$ cat src/rtl/vehicle_emulator_if.sv
// Handshake bundle between a vehicle-emulator controller (master) and the emulator (slave).
// The master issues trigger/gap/abort; the slave returns the two sensor lines and run status.
interface vehicle_emulator_if #(
    parameter int WIDTH = 32
);
    logic             trigger;
    logic [WIDTH-1:0] gap;
    logic             abort;
    logic             sensor1;
    logic             sensor2;
    logic             ready;
    logic             done;
    logic             err;

    modport master (
        output trigger, gap, abort,
        input  sensor1, sensor2, ready, done, err
    );

    modport slave (
        input  trigger, gap, abort,
        output sensor1, sensor2, ready, done, err
    );
endinterface

$ cat src/rtl/vehicle_emulator.sv
// Emulates a vehicle crossing two road sensors: a sensor1 pulse, then a sensor2 pulse
// exactly gap cycles later, each PULSE_LEN cycles wide, followed by a one-cycle done.
module vehicle_emulator #(
    parameter int WIDTH     = 32,
    parameter int PULSE_LEN = 4
) (
    input  logic             clk,
    input  logic             rst_n,
    vehicle_emulator_if.slave bus
);
    localparam int PCW = $clog2(PULSE_LEN + 1);
    localparam logic [PCW-1:0] PULSE_INIT = PCW'(PULSE_LEN);

    typedef enum logic [1:0] {IDLE, RUN, TAIL, DONE} state_t;

    state_t           state, state_d;
    logic [WIDTH-1:0] gap_q, gap_q_d;
    logic [WIDTH-1:0] gap_cnt, gap_cnt_d;
    logic [PCW-1:0]   s1_cnt, s1_cnt_d;
    logic [PCW-1:0]   s2_cnt, s2_cnt_d;
    logic             accept;
    logic             err_d;

    // Counters hold the remaining high cycles of each line; outputs are registered from the
    // next-state values so every output changes exactly on the edge that decides it.
    always_comb begin
        state_d   = state;
        gap_q_d   = gap_q;
        gap_cnt_d = gap_cnt;
        s1_cnt_d  = (s1_cnt != '0) ? s1_cnt - PCW'(1) : '0;
        s2_cnt_d  = s2_cnt;
        accept    = 1'b0;
        err_d     = 1'b0;

        case (state)
            IDLE: begin
                accept = bus.trigger && !bus.abort;
            end
            RUN: begin
                if (bus.abort) begin
                    state_d  = IDLE;
                    s1_cnt_d = '0;
                end else if (gap_cnt == gap_q) begin
                    s2_cnt_d = PULSE_INIT;
                    state_d  = TAIL;
                end else begin
                    gap_cnt_d = gap_cnt + WIDTH'(1);
                end
            end
            TAIL: begin
                if (bus.abort) begin
                    state_d  = IDLE;
                    s1_cnt_d = '0;
                    s2_cnt_d = '0;
                end else begin
                    s2_cnt_d = s2_cnt - PCW'(1);
                    if (s2_cnt == PCW'(1)) begin
                        state_d = DONE;
                    end
                end
            end
            DONE: begin
                state_d = IDLE;
                accept  = bus.trigger;
            end
            default: begin
                state_d = IDLE;
            end
        endcase

        // A zero gap cannot describe a transit, so it is rejected without leaving idle.
        if (accept) begin
            gap_q_d = bus.gap;
            if (bus.gap == '0) begin
                err_d   = 1'b1;
                state_d = IDLE;
            end else begin
                state_d   = RUN;
                gap_cnt_d = WIDTH'(1);
                s1_cnt_d  = PULSE_INIT;
            end
        end
    end

    always_ff @(posedge clk or negedge rst_n) begin
        if (!rst_n) begin
            state       <= IDLE;
            gap_q       <= '0;
            gap_cnt     <= '0;
            s1_cnt      <= '0;
            s2_cnt      <= '0;
            bus.sensor1 <= 1'b0;
            bus.sensor2 <= 1'b0;
            bus.ready   <= 1'b1;
            bus.done    <= 1'b0;
            bus.err     <= 1'b0;
        end else begin
            state       <= state_d;
            gap_q       <= gap_q_d;
            gap_cnt     <= gap_cnt_d;
            s1_cnt      <= s1_cnt_d;
            s2_cnt      <= s2_cnt_d;
            bus.sensor1 <= (s1_cnt_d != '0);
            bus.sensor2 <= (s2_cnt_d != '0);
            bus.ready   <= (state_d == IDLE) || (state_d == DONE);
            bus.done    <= (state_d == DONE);
            bus.err     <= err_d;
        end
    end
endmodule

$ cat src/flat_wrapper.sv
// flat-port wrapper written by rule: the top's interface ports become plain ports
module vehicle_emulator_flat 
#(
    parameter int WIDTH     = 32,
    parameter int PULSE_LEN = 4
)
  (clk, rst_n, bus_trigger, bus_gap, bus_abort, bus_sensor1, bus_sensor2, bus_ready, bus_done, bus_err);
  vehicle_emulator_if #(.WIDTH(WIDTH)) bus_i ();
  input  logic clk;
  input  logic rst_n;
  input wire logic [$bits(bus_i.trigger)-1:0] bus_trigger;
  input wire logic [$bits(bus_i.gap)-1:0] bus_gap;
  input wire logic [$bits(bus_i.abort)-1:0] bus_abort;
  output wire logic [$bits(bus_i.sensor1)-1:0] bus_sensor1;
  output wire logic [$bits(bus_i.sensor2)-1:0] bus_sensor2;
  output wire logic [$bits(bus_i.ready)-1:0] bus_ready;
  output wire logic [$bits(bus_i.done)-1:0] bus_done;
  output wire logic [$bits(bus_i.err)-1:0] bus_err;
  assign bus_i.trigger = bus_trigger;
  assign bus_i.gap = bus_gap;
  assign bus_i.abort = bus_abort;
  assign bus_sensor1 = bus_i.sensor1;
  assign bus_sensor2 = bus_i.sensor2;
  assign bus_ready = bus_i.ready;
  assign bus_done = bus_i.done;
  assign bus_err = bus_i.err;
  vehicle_emulator #(.WIDTH(WIDTH), .PULSE_LEN(PULSE_LEN)) u_core (.clk(clk), .rst_n(rst_n), .bus(bus_i));
endmodule
$ cat config.mk
export PLATFORM = sky130hd
export DESIGN_NAME = vehicle_emulator_flat
export DESIGN_NICKNAME = d
export VERILOG_FILES = /design/src/rtl/vehicle_emulator_if.sv /design/src/rtl/vehicle_emulator.sv /design/src/flat_wrapper.sv
export SDC_FILE = /design/constraint.sdc
export NUM_CORES = 1
export LEC_CHECK = 0
export CORE_MARGIN = 2
export CORE_UTILIZATION = 39
export DETAILED_ROUTE_END_ITERATION = 8
export PLACE_DENSITY = 0.6
export SLEW_MARGIN = 40
export SYNTH_ARGS = -nofsm -noshare
export SYNTH_HDL_FRONTEND = slang
export SYNTH_SLANG_ARGS = --single-unit
$ cat constraint.sdc
create_clock -name clk -period 4.2 [get_ports clk]
set_clock_uncertainty 0.05 [all_clocks]
set_input_delay 0.63 -clock clk [delete_from_list [all_inputs] [get_ports clk]]
set_output_delay 0.63 -clock clk [all_outputs]
set_load 0.03 [all_outputs]
Word-level counts from Yosys, hierarchy flattened
Cells that the tools add are included.
{ "word_totals": {"regBits": 77, "input_bits": 36, "output_inout_bits": 5, "elab_cells": 53} }
{ "classes": {"n_addsub": 3, "eq_ne": 6, "n_mux": 24, "n_reduce_logical": 10} }
{ "op_table": {"columns": ["cell", "n"], "rows": [
  ["two-way mux 32 bit", 5],
  ["adder 32 x 1 -> 32 bit (second input constant)", 1],
  ["== test 32 bit", 1],
  ["zero test 32 bit", 1],
  ["two-way mux 3 bit", 8],
  ["two-way mux 2 bit", 5],
  ["nonzero test 3 bit", 3],
  ["== test 2 bit (second input constant)", 3],
  ["case mux 2 bit (3 select lines)", 1],
  ["case mux 3 bit (2 select lines)", 1],
  ["subtractor 3 x 1 -> 3 bit (second input constant)", 2],
  ["zero test 2 bit", 2],
  ["== test 3 x 1 -> 1 bit (second input constant)", 1],
  ["two-way mux 1 bit", 3],
  ["== test 2 x 1 -> 1 bit (second input constant)", 1],
  ["case mux 1 bit (2 select lines)", 1],
  ["OR reduction 2 bit", 1],
  ["logical AND 1 bit", 1],
  ["zero test 1 bit", 1],
  ["logical OR 1 bit", 1]
]} }

Logic depth before layout (Yosys ltp)
Gate-level depths: netlist (run 1).
{ "logic_depth": {"ltp_word": 7, "ltp_mapped": 11, "mapped_depth_nobuf": 8} }

Worst setup path before layout (run 1)
OpenSTA, ideal clock, no wires.
{ "synth_path": {"path_kind": "register to register", "startpoint": "reg u_core.state[0]", "endpoint": "reg u_core.bus.ready", "setup_time_ns": 0.058, "t_arrival_ns": 2.329, "t_required_ns": 4.092, "setup_slack_ns": 1.762, "stages_incl_launch_ff": 12, "n_path_buf": 3, "synth_period_minus_slack_ns": 2.438, "path_cell_list": "dfrtp_1 > inv_1 > ha_1 > clkbuf_1 > nor2b_1 > o21ai_0 > clkbuf_1 > buf_2 > o221ai_1 > a32oi_1 > ha_1 > inv_1"} }
{ "synth_between": {"elab_chain_len": 6, "elab_cells_between_ends": 14, "classes_between": "eq/ne (4); mux (7); reduce/logical (3)"} }
{ "synth_lines": {"columns": ["item", "line", "rtl"], "rows": [
  ["start, declared", "vehicle_emulator.sv:16", "state_t state, state_d;"],
  ["start signal, assigned", "vehicle_emulator.sv:98", "state <= state_d;"],
  ["two-way mux 2 bit (on tied branches)", "vehicle_emulator.sv:57, vehicle_emulator.sv:43", null],
  ["two-way mux 2 bit (on tied branches)", "vehicle_emulator.sv:51, vehicle_emulator.sv:40", null],
  ["case mux 2 bit (3 select lines)", "vehicle_emulator.sv:35", "case (state)"],
  ["two-way mux 2 bit (*)", "vehicle_emulator.sv:72", "if (accept) begin"],
  ["via u_core.state_d[0]", "vehicle_emulator.sv:16", null],
  ["== test 2 bit / zero test 2 bit (equally long branches)", "vehicle_emulator.sv:105", "bus.ready <= (state_d == IDLE) || (state_d == DONE);"],
  ["logical OR 1 bit (*)", "vehicle_emulator.sv:105", null],
  ["end signal, assigned", "vehicle_emulator.sv:105", null],
  ["end, declared", "vehicle_emulator_if.sv:22", "output sensor1, sensor2, ready, done, err"]
]} }
Mark *: on every way through the listed nets, which the timed path passes. The rest lies on a longest branch.
A chain may end at the register's enable or synchronous reset.

Worst setup path after layout (run 1)
{ "layout_path": {"startpoint": "reg u_core.gap_cnt[15]", "endpoint": "reg u_core.bus.ready"} }
{ "layout_between": {"elab_chain_len": 7, "elab_cells_between_ends": 8, "classes_between": "eq/ne (2); mux (4); reduce/logical (2)"} }
{ "layout_lines": {"columns": ["item", "line", "rtl"], "rows": [
  ["start, declared", "vehicle_emulator.sv:18", "logic [WIDTH-1:0] gap_cnt, gap_cnt_d;"],
  ["start signal, assigned", "vehicle_emulator.sv:100", "gap_cnt <= gap_cnt_d;"],
  ["== test 32 bit (*)", "vehicle_emulator.sv:43", "end else if (gap_cnt == gap_q) begin"],
  ["two-way mux 2 bit (*)", "vehicle_emulator.sv:43", null],
  ["two-way mux 2 bit (*)", "vehicle_emulator.sv:40", "if (bus.abort) begin"],
  ["case mux 2 bit (3 select lines) (*)", "vehicle_emulator.sv:35", null],
  ["two-way mux 2 bit (*)", "vehicle_emulator.sv:72", null],
  ["via u_core.state_d[0]", "vehicle_emulator.sv:16", null],
  ["== test 2 bit / zero test 2 bit (equally long branches)", "vehicle_emulator.sv:105", null],
  ["logical OR 1 bit (*)", "vehicle_emulator.sv:105", null]
]} }
Marks and branches as above.

==> results_dict.tcl, run 1 <==
set metrics [dict create \
    wl_mm 10.2 \
    max_freq_ghz 0.358 \
    reg2reg_setup_slack_ns 1.41 \
    ctsHtreeMaxLevel 3 \
    cp_max_fo 10 \
    stdcell_count 578 \
    initial_core_util 0.403 \
    cellPowerDensity_nw_per_um2 389 \
    fin_util 0.474 \
    grt_pass1_wl_mm 16.4 \
    multi_input_area_um2 2130 \
    rows 37 \
    cts_tree "done" \
    diodes 0 \
    synthFlopType "dfrtp_1" \
    worst_setup_path_start_kind "flop" \
    vias_per_cell 5.75 \
    worstMarginPinSlew_ns 0.706 \
    fin_setup_tns_ns 0 \
    seqPwrFrac 0.480 \
    finalHoldViolCount 0 \
    synth_cells 399 \
    r2r_start "u_core.gap_cnt[15]" \
    dp_hpwl_mm 7.39 \
    boundaryPins 41 \
    drcViolationCount 0 \
    crit_start "u_core.gap_cnt[15]" \
    postCtsSetupBuffers 0 \
    io_buffers 40 \
    path_class "flop to flop" \
    setup_viol 0 \
    drtAntennaViolNets 0 \
    worstReg2RegEnd "u_core.bus.ready" \
    slew_headroom 0.529 \
    grt_max_degree 78 \
    clock-sinks 77 \
    sw_frac_of_total 0.276 \
    combPwrFrac 0.182 \
    die_area_um2 11600 \
    crit_path_end "u_core.bus.ready" \
    dp_cells 562 \
    hp-class "input port to async pin" \
    numCtsBuffers 9 \
    ys_seq_area_frac 0.459 \
    clkTransAtPathRegs_ns 0.08 \
    syn2layout_area_growth_pct 17.5 \
    end_kind "flop" \
    min_period_ns 2.79 \
    pre_cts_ws_ns 1.16 \
    cts-root-buf "clkbuf_8" \
    arrival_ns 3.06 \
    maxCapViolCount 0 \
    post-route-period-util 0.665 \
    final_max_slew_viol_count 0 \
    yosysWarnings 0 \
    n_fill_cell 971 \
    antenna_found_initial 0 \
    routabilityCongestion 0.849 \
    power_leakage_nw 2.10 \
    critPathRequiredTime_ns 4.46 \
    register_area_um2 1930 \
    drt-initial-drc-count 216 \
    netlist_area_um2 4200 \
    die_y_um 108 \
    overflow 0 \
    synth_nets 444 \
    async_flop_share 1.00 \
    drive_above_1_share 0.154 \
    core_area_um2 10400 \
    firstDrtPassIters 5 \
    layout.nets 482 \
    ys_ff_latch 77 \
    status "complete, no violations" \
    avgSynthCellArea_um2 10.5 \
    cts_resized 0 \
    p_int_mw 1.39 \
    fp.dieW_um 108 \
    clockBufferDepth 2 \
    avgRoutedWirePerCell_um 17.6 \
    peakVddDrop_mv 0.177 \
    grt_usage 0.188 \
    synth_cell_types 55 \
    vias 3322 \
    grt_pass1_vias 3122 \
    fin_total_pwr_mw 1.92 \
    clock_latency_ns 0.37 \
    layout_setup_ws_ns 1.41 \
    rsz0062_at_grt "no" \
    p_clk_frac 0.337 \
    p_sw_uw 531 \
    synth_edf_count 0 \
    ctsHoldBuffers 0 \
    ff2ff_path_depth 8 \
]
## placed cells by master, fill, tap and decap left out, types with 11 or more instances in the layout
cell type and count:
xor2_1 37, nor4_1 18, dfrtp_1 76, clkbuf_8 11
o21ai_0 13, nor2_1 14, clkdlybuf4s50_1 39, a21oi_1 20
nand2_1 26, mux2_2 32, nand3_1 13
## cells in the mapped netlist (all sizes together), types with 2 or more instances
library cell | instances | area, µm²
nand2b | 9 | 56.3
clkbuf | 5 | 18.8
or2 | 2 | 12.5
nor4 | 19 | 134
dfrtp | 76 | 1900
or3 | 6 | 37.5
nor2b | 6 | 37.5
or4 | 8 | 60.1
o21ai | 17 | 85.1
o211ai | 4 | 30.0
nand2 | 26 | 97.6
and2 | 4 | 26.3
buf | 14 | 97.6
nor2 | 15 | 58.8
nand3 | 14 | 75.1
a31o | 2 | 17.5
o311ai | 4 | 35.0
a41o | 2 | 20.0
o31ai | 7 | 52.6
inv | 10 | 37.5
mux2 | 32 | 360
nand4 | 13 | 100
ha | 9 | 113
nor3 | 3 | 15.0
xor2 | 37 | 324
o41ai | 4 | 35.0
a21oi | 20 | 100
o2111ai | 3 | 26.3
and3 | 9 | 57.6
mux2i | 3 | 30.0
o21bai | 3 | 22.5
## how the worst min path moves through the flow
stage	start	end	slack, ns	cells after the start
floorplan	rst_n	u_core.bus.done	0.28	0
global placement	u_core.s1_cnt[0]	u_core.s1_cnt[0]	0.42	1
detailed placement	u_core.s1_cnt[0]	u_core.s1_cnt[0]	0.41	1
CTS	rst_n	u_core.s2_cnt[1]	0.27	1
global route	rst_n	u_core.s2_cnt[0]	0.30	1
finish	rst_n	u_core.bus.done	0.23	1
## metrics by stage
| stage | hold WS (ns) | cell area, µm² |
|---|---|---|
| after detailed placement | 0.407 | 4710 |
| after global routing | 0.297 | 4940 |
| after CTS | 0.268 | 4940 |
| final | 0.227 | 4940 |
| after floorplan | 0.284 | 4200 |
| after global placement | 0.416 | 4710 |
## registers in the layout (all words and copies together), names as in the netlist, 2 cells and up
| name | flops |
|---|---|
| u_core.gap_cnt | 32 |
| u_core.gap_q | 32 |
| u_core.s1_cnt | 3 |
| u_core.s2_cnt | 3 |
| u_core.state | 2 |
## power groups by stage
| stage | Clock, mW | Sequential [mW] | Combinational, mW |
|---|---|---|---|
| 4_1_cts | 0.660 | 0.922 | 0.355 |
| 6_report | 0.648 | 0.922 | 0.350 |
| 3_5_place_dp | 0 | 0.937 | 0.354 |
| 3_3_place_gp | 0 | 0.936 | 0.346 |
| 2_1_floorplan | 0 | 0.931 | 0.211 |
| 5_1_grt | 0.689 | 0.936 | 0.385 |
## final cells by class
type	instances	area share
clock buffers	12	0.0314
clock inverters	4	0.0142
repair buffers	46	0.0904
flip-flops and latches	77	0.390
well taps	136	0.0344
multi-input cells	293	0.432
inverters	10	0.00760
## worst max-delay path, cell delays in order, from the launching register on
cell and delay (ns):
dfrtp_1 0.48, xor2_1 0.21, nor4_1 0.45, nand4_2 0.41, or2_1 0.50, nand3_1 0.14, a32oi_1 0.13, ha_1 0.32
inv_1 0.05
## cell families (layout without fill, tap and decap cells)
family	after synthesis	count (layout)	share of synthesized area
muxes	35	35	0.0929
and+or+nand+nor	138	138	0.191
DFF	77	77	0.459
AOI/OAI and AO/OA	74	74	0.116
buffers and inverters	29	72	0.0366
xor gates and xnor gates	37	37	0.0771
adders and majority gates	9	9	0.0268
## layer usage
| metal | vias to the layer above | global-route usage | part of all wire |
|---|---|---|---|
| met5 | - | 0 | 0 |
| met4 | 0 | 0.103 | 0.034 |
| met3 | 27 | 0.0260 | 0.040 |
| met2 | 107 | 0.270 | 0.44 |
| met1 | 1642 | 0.271 | 0.49 |
| li1 | 1546 | - | - |
No activity file was read; power rests on OpenSTA's default activity.
==> run 2, diff against run 1 <==
==> constraint.sdc (replaced) <==
create_clock -name clk -period 2.9 [get_ports clk]
set_clock_uncertainty 0.05 [all_clocks]
set_input_delay 0.435 -clock clk [delete_from_list [all_inputs] [get_ports clk]]
set_output_delay 0.435 -clock clk [all_outputs]
set_load 0.03 [all_outputs]
==> run 2 against run 1 <==
Against the previous run: global-route usage is 0.42 points higher; critical path depth is 1 lower; register-to-register slack worse by 0.97 ns; fmax is 14% higher; clock power is 14% higher; highest routed layer unchanged; first-iteration DRC count is 21% higher; worst setup slack worse by 0.97 ns; hold slack worse by 0.17 ns; clock-buffer cell count is 2 lower; combinational power is 49% higher; flip-flop and latch count stayed put; critical path type unchanged.
==> results_dict.tcl, run 2 (synthesis results as in run 1) <==
set metrics [dict create \
    drt-initial-drc-count 262 \
    path_class "flop to flop" \
    rows 37 \
    drive_above_1_share 0.173 \
    reg_top3 "u_core.gap_cnt (32), u_core.gap_q (32)" \
    grt_max_degree 78 \
    grt_pass1_wl_mm 17.2 \
    pre_cts_ws_ns 0.192 \
    fp.dieW_um 108 \
    slew_headroom 0.524 \
    status "complete, no violations" \
    clockBufferDepth 2 \
    avgRoutedWirePerCell_um 17.4 \
    clkTransAtPathRegs_ns 0.08 \
    vias_per_cell 5.56 \
    diodes 0 \
    path_cells "inv_1 > ha_1 > nor2b_1 > and3_1 > o2111ai_1 > or4b_1 > a21oi_1" \
    routabilityCongestion 0.833 \
    io_buffers 40 \
    stdcell_count 587 \
    grt_usage 0.192 \
    clock_latency_ns 0.35 \
    post-route-period-util 0.849 \
    firstDrtPassIters 4 \
    cts-root-buf "clkbuf_8" \
    final_max_slew_viol_count 0 \
    die_area_um2 11600 \
    critical-path-top-delay-family "simple AND/OR/NAND/NOR gates" \
    maxCapViolCount 0 \
    critPathSlowestCell "or4b_1" \
    layout_setup_ws_ns 0.439 \
    critPathRequiredTime_ns 3.12 \
    max_freq_ghz 0.406 \
    rsz0062_at_grt "no" \
    ctsHtreeMaxLevel 3 \
    grt_pass1_vias 3274 \
    cellPowerDensity_nw_per_um2 521 \
    critPathMaxStageDelay_ns 0.52 \
    vias 3265 \
    n_fill_cell 966 \
    final_cell_mix "76 x dfrtp_1, 39 x clkdlybuf4s50_1, 37 x xor2_1, 32 x mux2_2, 26 x nand2_1" \
    antenna_found_initial 0 \
    die_y_um 108 \
    cts_resized 0 \
    worstMarginPinSlew_ns 0.714 \
    hp-class "input port to async pin" \
    initial_core_util 0.403 \
    multi_input_area_um2 2130 \
    boundaryPins 41 \
    arrival_ns 2.68 \
    syn2layout_area_growth_pct 18.3 \
    power_leakage_nw 2.12 \
    dp_hpwl_mm 7.65 \
    layout.nets 491 \
    cp_max_fo 6 \
    finalHoldViolCount 0 \
    wl_mm 10.2 \
    critPathBufInv 1 \
    worst_setup_path_start_kind "flop" \
    overflow 0 \
    fin_setup_tns_ns 0 \
    cts_tree "done" \
    drcViolationCount 0 \
    clock-sinks 77 \
    min_period_ns 2.46 \
    ctsHoldBuffers 0 \
    dp_cells 571 \
    peakVddDrop_mv 0.336 \
    numCtsBuffers 9 \
    register_area_um2 1930 \
    end_kind "flop" \
    final_common_cell "dfrtp_1" \
    drtAntennaViolNets 0 \
    setup_viol 0 \
    core_area_um2 10400 \
    postCtsSetupBuffers 0 \
]
[run 2: changes by cell type in the layout (fill, tap and decap cells not counted)]
cell        previous run  this run
clkinv_4               0         1
clkbuf_1               1         0
buf_4                  6        14
clkinv_2               2         3
clkinvlp_4             0         2
clkbuf_8              11        10
buf_12                 0         1
bufinv_16              2         0
[run 2: worst reg2reg max path, cell delays in order (launching register included)]
cell,delay [ns]
dfrtp_1,0.42
inv_1,0.12
ha_1,0.25
nor2b_1,0.38
and3_1,0.25
o2111ai_1,0.23
or4b_1,0.52
a21oi_1,0.17
[run 2: layer usage]
metal | vias to the layer above | routed length (µm) | GRT usage
met4 | 0 | 181 | 0.0614
met2 | 96 | 4590 | 0.290
met5 | - | 0 | 0
met1 | 1592 | 4910 | 0.277
met3 | 18 | 510 | 0.0369
li1 | 1559 | - | -
[run 2: path summary, 6_finish.rpt]
kind / start / to / slack, ns / cells after the start
worst max register to register: u_core.state[1] / u_core.gap_cnt[19] / 0.44 / 7
worst min-delay path: rst_n / u_core.bus.done / 0.06 / 1
max in group asynchronous: rst_n / u_core.gap_cnt[9] / 2.25 / 1
worst min register to register: u_core.s1_cnt[0] / u_core.s1_cnt[0] / 0.42 / 1
min in group clk: u_core.s1_cnt[0] / u_core.s1_cnt[0] / 0.42 / 1
worst max-delay path: u_core.state[1] / u_core.gap_cnt[19] / 0.44 / 7
[run 2: layout make-up]
cell class / count / area share
Multi-Input combinational cell: 293 / 0.429
Tap cell: 136 / 0.0342
Clock buffer: 10 / 0.0277
Timing Repair Buffer: 55 / 0.106
Sequential cell: 77 / 0.388
Inverter: 10 / 0.00755
Clock inverter: 6 / 0.00780
[run 2: stage by stage]
| stage | util | power [mW] | hold slack (ns) | area (µm²) |
|---|---|---|---|---|
| final | 0.477 | 2.59 | 0.0576 | 4970 |
| after global routing | 0.477 | 2.74 | 0.109 | 4970 |
| after CTS | 0.477 | 2.61 | 0.0934 | 4970 |
| after detailed placement | 0.460 | 1.88 | 0.410 | 4790 |
| after global placement | 0.460 | 1.87 | 0.411 | 4790 |
| after floorplan | - | 1.65 | 0.0894 | 4200 |
[run 2: power breakdown]
| part | total [mW] | internal, mW | switching, mW |
|---|---|---|---|
| registers | 1.33 | 1.22 | 0.114 |
| clock network | 0.737 | 0.331 | 0.406 |
| logic | 0.520 | 0.271 | 0.249 |
